### src/rtl/dsp_seq_if.sv
// Sequencer bus: job request, operand stream, DSP cell controls and result port.
// The slave modport is the sequencer side; master is the feeder/cell/consumer side.
interface dsp_seq_if #(
    parameter int LEN_W = 8
);
    logic                    start;
    logic [LEN_W-1:0]        len;
    logic                    busy;
    logic                    op_valid;
    logic                    op_ready;
    logic signed [15:0]      op_a;
    logic signed [15:0]      op_b;
    logic signed [15:0]      a_value;
    logic signed [15:0]      b_value;
    logic                    aen;
    logic                    ben;
    logic                    men;
    logic                    sen;
    logic                    sreset;
    logic                    sat;
    logic signed [15:0]      s_out;
    logic                    res_valid;
    logic                    res_ready;
    logic signed [15:0]      res_data;
    logic                    res_sat;

    modport slave (
        input  start, len, op_valid, op_a, op_b, sat, s_out, res_ready,
        output busy, op_ready, a_value, b_value, aen, ben, men, sen, sreset,
               res_valid, res_data, res_sat
    );

    modport master (
        output start, len, op_valid, op_a, op_b, sat, s_out, res_ready,
        input  busy, op_ready, a_value, b_value, aen, ben, men, sen, sreset,
               res_valid, res_data, res_sat
    );
endinterface

### src/rtl/dsp_seq.sv
// Job sequencer for one systolic DSP MAC cell: streams len operand pairs into the
// cell, waits for the enable pipeline to drain, latches and returns the result.
//
// state   | meaning
// --------+-----------------------------------------------------------
// IDLE    | waiting for start; len latched on start
// FEED    | accepting operand pairs until len have been taken
// DRAIN   | waiting for aen/men pipeline to empty (last sen in flight)
// LATCH   | sreset pulse: DSP moves accumulator to s_out and clears it
// CAPTURE | s_out/sat registered into res_data/res_sat
// OUT     | res_valid held until res_ready
module dsp_seq #(
    parameter int LEN_W = 8
) (
    input  logic    clk,
    input  logic    rst_n,
    dsp_seq_if.slave bus
);
    typedef enum logic [2:0] {
        S_IDLE,
        S_FEED,
        S_DRAIN,
        S_LATCH,
        S_CAPTURE,
        S_OUT
    } state_t;

    state_t             r_state;
    state_t             w_next;
    logic [LEN_W-1:0]   r_len;
    logic [LEN_W-1:0]   r_cnt;
    logic               r_aen;
    logic               r_men;
    logic               r_sen;
    logic signed [15:0] r_a;
    logic signed [15:0] r_b;
    logic signed [15:0] r_res_data;
    logic               r_res_sat;

    logic w_busy;
    logic w_op_ready;
    logic w_sreset;
    logic w_res_valid;
    logic w_hs;
    logic w_last;

    assign w_hs   = w_op_ready & bus.op_valid;
    assign w_last = (r_cnt == (r_len - LEN_W'(1)));

    always_ff @(posedge clk or negedge rst_n) begin
        if (!rst_n) begin
            r_state <= S_IDLE;
        end else begin
            r_state <= w_next;
        end
    end

    always_comb begin
        w_next      = r_state;
        w_busy      = 1'b1;
        w_op_ready  = 1'b0;
        w_sreset    = 1'b0;
        w_res_valid = 1'b0;
        case (r_state)
            S_IDLE: begin
                w_busy = 1'b0;
                if (bus.start) begin
                    w_next = (bus.len == '0) ? S_LATCH : S_FEED;
                end
            end
            S_FEED: begin
                w_op_ready = 1'b1;
                if (w_hs && w_last) begin
                    w_next = S_DRAIN;
                end
            end
            S_DRAIN: begin
                // last sen is in flight once aen and men are both clear
                if (!r_aen && !r_men) begin
                    w_next = S_LATCH;
                end
            end
            S_LATCH: begin
                w_sreset = 1'b1;
                w_next   = S_CAPTURE;
            end
            S_CAPTURE: begin
                w_next = S_OUT;
            end
            S_OUT: begin
                w_res_valid = 1'b1;
                if (bus.res_ready) begin
                    w_next = S_IDLE;
                end
            end
            default: begin
                w_next = S_IDLE;
            end
        endcase
    end

    always_ff @(posedge clk or negedge rst_n) begin
        if (!rst_n) begin
            r_len      <= '0;
            r_cnt      <= '0;
            r_aen      <= 1'b0;
            r_men      <= 1'b0;
            r_sen      <= 1'b0;
            r_a        <= '0;
            r_b        <= '0;
            r_res_data <= '0;
            r_res_sat  <= 1'b0;
        end else begin
            if (r_state == S_IDLE && bus.start) begin
                r_len <= bus.len;
                r_cnt <= '0;
            end else if (w_hs) begin
                r_cnt <= r_cnt + LEN_W'(1);
            end
            r_aen <= w_hs;
            r_men <= r_aen;
            r_sen <= r_men;
            if (w_hs) begin
                r_a <= bus.op_a;
                r_b <= bus.op_b;
            end
            if (r_state == S_CAPTURE) begin
                r_res_data <= bus.s_out;
                r_res_sat  <= bus.sat;
            end
        end
    end

    assign bus.busy      = w_busy;
    assign bus.op_ready  = w_op_ready;
    assign bus.a_value   = r_a;
    assign bus.b_value   = r_b;
    assign bus.aen       = r_aen;
    assign bus.ben       = r_aen;
    assign bus.men       = r_men;
    assign bus.sen       = r_sen;
    assign bus.sreset    = w_sreset;
    assign bus.res_valid = w_res_valid;
    assign bus.res_data  = r_res_data;
    assign bus.res_sat   = r_res_sat;
endmodule

### src/flat_wrapper.sv
// flat-port wrapper written by rule: the top's interface ports become plain ports
module dsp_seq_flat 
#(
    parameter int LEN_W = 8
)
  (clk, rst_n, bus_start, bus_len, bus_op_valid, bus_op_a, bus_op_b, bus_sat, bus_s_out, bus_res_ready, bus_busy, bus_op_ready, bus_a_value, bus_b_value, bus_aen, bus_ben, bus_men, bus_sen, bus_sreset, bus_res_valid, bus_res_data, bus_res_sat);
  dsp_seq_if #(.LEN_W(LEN_W)) bus_i ();
  input  logic clk;
  input  logic rst_n;
  input wire logic [$bits(bus_i.start)-1:0] bus_start;
  input wire logic [$bits(bus_i.len)-1:0] bus_len;
  input wire logic [$bits(bus_i.op_valid)-1:0] bus_op_valid;
  input wire logic [$bits(bus_i.op_a)-1:0] bus_op_a;
  input wire logic [$bits(bus_i.op_b)-1:0] bus_op_b;
  input wire logic [$bits(bus_i.sat)-1:0] bus_sat;
  input wire logic [$bits(bus_i.s_out)-1:0] bus_s_out;
  input wire logic [$bits(bus_i.res_ready)-1:0] bus_res_ready;
  output wire logic [$bits(bus_i.busy)-1:0] bus_busy;
  output wire logic [$bits(bus_i.op_ready)-1:0] bus_op_ready;
  output wire logic [$bits(bus_i.a_value)-1:0] bus_a_value;
  output wire logic [$bits(bus_i.b_value)-1:0] bus_b_value;
  output wire logic [$bits(bus_i.aen)-1:0] bus_aen;
  output wire logic [$bits(bus_i.ben)-1:0] bus_ben;
  output wire logic [$bits(bus_i.men)-1:0] bus_men;
  output wire logic [$bits(bus_i.sen)-1:0] bus_sen;
  output wire logic [$bits(bus_i.sreset)-1:0] bus_sreset;
  output wire logic [$bits(bus_i.res_valid)-1:0] bus_res_valid;
  output wire logic [$bits(bus_i.res_data)-1:0] bus_res_data;
  output wire logic [$bits(bus_i.res_sat)-1:0] bus_res_sat;
  assign bus_i.start = bus_start;
  assign bus_i.len = bus_len;
  assign bus_i.op_valid = bus_op_valid;
  assign bus_i.op_a = bus_op_a;
  assign bus_i.op_b = bus_op_b;
  assign bus_i.sat = bus_sat;
  assign bus_i.s_out = bus_s_out;
  assign bus_i.res_ready = bus_res_ready;
  assign bus_busy = bus_i.busy;
  assign bus_op_ready = bus_i.op_ready;
  assign bus_a_value = bus_i.a_value;
  assign bus_b_value = bus_i.b_value;
  assign bus_aen = bus_i.aen;
  assign bus_ben = bus_i.ben;
  assign bus_men = bus_i.men;
  assign bus_sen = bus_i.sen;
  assign bus_sreset = bus_i.sreset;
  assign bus_res_valid = bus_i.res_valid;
  assign bus_res_data = bus_i.res_data;
  assign bus_res_sat = bus_i.res_sat;
  dsp_seq #(.LEN_W(LEN_W)) u_core (.clk(clk), .rst_n(rst_n), .bus(bus_i));
endmodule
### config.mk
export PLATFORM = sky130hd
export DESIGN_NAME = dsp_seq_flat
export DESIGN_NICKNAME = d
export VERILOG_FILES = /design/src/rtl/dsp_seq_if.sv /design/src/rtl/dsp_seq.sv /design/src/flat_wrapper.sv
export SDC_FILE = /design/constraint.sdc
export NUM_CORES = 1
export LEC_CHECK = 0
export ABC_AREA = 1
export BUFFER_PORTS_ARGS = -buffer_cell sky130_fd_sc_hd__buf_2
export CAP_MARGIN = 20
export CORE_ASPECT_RATIO = 1.5
export CORE_MARGIN = 1.5
export CORE_UTILIZATION = 49
export DETAILED_ROUTE_END_ITERATION = 16
export PLACE_DENSITY_LB_ADDON = 0.15
export RECOVER_POWER = 100
export SYNTH_ARGS = -nofsm -noshare
export SYNTH_HDL_FRONTEND = slang
export SYNTH_SLANG_ARGS = --single-unit
### constraint.sdc
create_clock -name clk -period 2.5 [get_ports clk]
set_clock_uncertainty 0.2 [all_clocks]
set_input_delay 0.375 -clock clk [delete_from_list [all_inputs] [get_ports clk]]
set_output_delay 0.375 -clock clk [all_outputs]
set_load 0.01 [all_outputs]
==> flow_summary_export.csv <==
group,metric,value,unit
outcome,status,"finished clean",
sta,finalSetupTns,0,ps
sta,post-route-min-period,2091,ps
floorplan,coreArea,6175,sq um
power,leakage,2.040,nW
clocking,root_buffer,"clkbuf_8",
placed_design,globalplace.congestion,0.8425,
finish,fillers,577,
power,peakVddDrop,0.5440,mV
floorplan,placementRows,35,
sta,slew_violations,0,
global_routing,grt-ovfl-total,0,
setup_path,worstSetupPathType,"reg2reg",
logic_synthesis,yosysSeqAreaShare,56.28,%
logic_synthesis,yosysWarnings,0,
setup_path,arrival,2170,ps
finish,layout.nets,540,
global_routing,grt_max_degree,72,
logic_synthesis,synth.distinct_cells,29,
finish,layout_common_cells,"158 x nand2_1, 71 x dfrtp_1, 62 x buf_2",
detailed_routing,viasPerCell,4.890,
finish,ff_latch_area,1777,sq um
setup_path,cp.required,2580,ps
global_routing,grt_pass1_vias,2614,
detailed_routing,wirelength,7.068,mm
finish,layout_commonest_cell,"nand2_1",
setup_path,timing.critical_path.cells,"inv_1 > nor2_1 > nand3_4 > nor3_1 > inv_2 > nor3_2 > o21ai_1 > a21oi_1",
clocking,cts_max_path_buffers,2,
floorplan,die_h,101.3,um
logic_synthesis,ys_async_sr_fraction,100.0,%
finish,finish.utilization,63.89,%
power,power_density,1248,nW/um^2
sta,tightest_slew,961.3,ps
clocking,tritoncts,"built",
finish,area.growth.synth_to_final,24.97,%
clocking,cts_setup_buffers,0,
logic_synthesis,netlist_instances,353,
floorplan,initial_utilization,51.12,%
global_routing,grt_usage,22.45,%
setup_path,critPathBufInv,2,
sta,holdWs,14.80,ps
placed_design,portBuffers,118,
setup_path,r2r_slack,410,ps
logic_synthesis,synth_top_area_share,56.28,%
detailed_routing,detail_route.first_pass.iterations,4,
global_routing,antenna_found_initial,0,
sta,slew_headroom,35.92,%
detailed_routing,vias,2714,
logic_synthesis,yosys.area.top_type,"dfrtp_1",
global_routing,grt_pass1_wl,11.56,mm
logic_synthesis,synth_fp_nets,417,
setup_path,cp_max_fo,22,
clocking,clock_latency,340,ps
logic_synthesis,ys_ff_latch,71,
floorplan,die-area,6943,sq um
finish,drive_gt1_share,22.25,%
sta,timing.final.hold_violations,0,
hold_path,hp-class,"in2reg",
floorplan,die_width,68.54,um
logic_synthesis,syn_area,3157,sq um
logic_synthesis,syn_area_per_cell,8.943,sq um
clocking,h-tree-depth,3,
detailed_routing,drtIter0Drc,134,
clocking,cts_sinks,71,
setup_path,path_delay_family,"simple AND/OR/NAND/NOR gates",
logic_synthesis,synthFlopType,"dfrtp_1",
detailed_routing,antenna_left,0,
finish,diodes,0,
logic_synthesis,synth_edf_count,0,
detailed_routing,drc_errors,0,
detailed_routing,avgRoutedWirePerCell,12.74,um
setup_path,cp-end-kind,"register",
clocking,path_clk_slew,80,ps
power,power,0.004924,W
sta,finalCritPeriodShare,83.65,%
clocking,cts_buffers,9,
sta,fmax,478.2,MHz
setup_path,cp_slowest_stage_delay,410,ps
placed_design,dp.final_hpwl,5.014,mm
sta,layout_setup_ws,408.7,ps
setup_path,crit_path_start_kind,"register",
floorplan,pin_count,119,
run,maxCapViolations,0,
sta,rsz0062_at_grt,"false",
logic_synthesis,synth.area.top_cells,"dfrtp_1 56%, nand2_1 18%, mux2_2 6.1%",
setup_path,cpMaxStageDelayCell,"dfrtp_1",
placed_design,dp_slack,571.2,ps
sta,setup_viol,0,
finish,multi_input_area,1181,sq um
==> routing by layer <==
metal | share of wire, % | vias up | GRT usage, %
met1 | 41 | 1260 | 27.86
li1 | - | 1363 | -
met2 | 52 | 75 | 36.39
met4 | 2.8 | 0 | 12.15
met3 | 4.4 | 16 | 4.000
met5 | 0 | - | 0
==> path summary, 6_finish.rpt <==
check                                        from                      to  cells after the start
worst max-delay path            u_core.r_state[0]         u_core.r_cnt[6]                      8
worst min-delay path                  bus_op_a[7]   u_core.bus.a_value[7]                      3
worst max register to register  u_core.r_state[0]         u_core.r_cnt[6]                      8
worst min register to register     u_core.bus.men          u_core.bus.sen                      0
max in group asynchronous                   rst_n  u_core.bus.res_data[1]                      3
min in group asynchronous                   rst_n  u_core.bus.a_value[14]                      3
==> state kept, by name, summed over array words and instances, names as in the netlist <==
signal and flops:
u_core.r_state 3, u_core.r_cnt 8, u_core.bus.res_sat 1, u_core.r_len 8
u_core.bus.men 1, u_core.bus.b_value 16, u_core.bus.a_value 16, u_core.bus.aen 1
u_core.bus.sen 1, u_core.bus.res_data 16
==> synthesized netlist by cell type, types with 3 or more instances <==
master	count
a21oi_1	6
dfrtp_1	71
nand2_2	4
nand3_1	13
nor2_1	14
mux2_2	17
nand2_1	155
inv_2	4
o21ai_0	13
inv_1	23
buf_4	5
nor4_1	3
==> tightest hold or removal path, stage by stage <==
cell     delay, ps
buf_2           80
nand2_1         40
nand2_1         50
==> logic make-up after synthesis <==
family	Yosys count	synth area share [%]
flops	71	56.28
simple gates	201	27.19
compound gates	24	4.083
xor+xnor	1	0.2775
buf+inv	37	5.311
mux	17	6.064
fa+ha+maj	2	0.7926
==> where the power goes <==
| group | switching, W | internal, W | leakage (nW) | total (W) |
|---|---|---|---|---|
| Sequential | 0.000308 | 0.00165 | 0.885 | 0.00195 |
| Clock | 0.000451 | 0.000666 | 0.120 | 0.00112 |
| Combinational | 0.00115 | 0.000699 | 1.04 | 0.00185 |
==> area by class of cell <==
class                           instances  share of cell area (%)
Clock buffer                            9                   3.140
Clock inverter                          7                   3.045
Inverter                               27                   2.569
Multi-Input combinational cell        245                   29.94
Sequential cell                        71                   45.04
Tap cell                               74                   2.347
Timing Repair Buffer                  122                   13.92
==> stage by stage <==
stage / cells / cell area, sq um
after detailed placement: 538 / 3809
after CTS: 555 / 4063
final: 555 / 3945
after global placement: 538 / 3809
after global routing: 555 / 3945
after floorplan: 353 / 3157
==> repair_timing <==
| item | in CTS | in global routing |
|---|---|---|
| endpoints found under the hold margin | 71 | 0 |
| resized for setup | 0 | 0 |
| hold buffers | 1 | 0 |
Note: power is estimated with default switching activity, not from simulation.
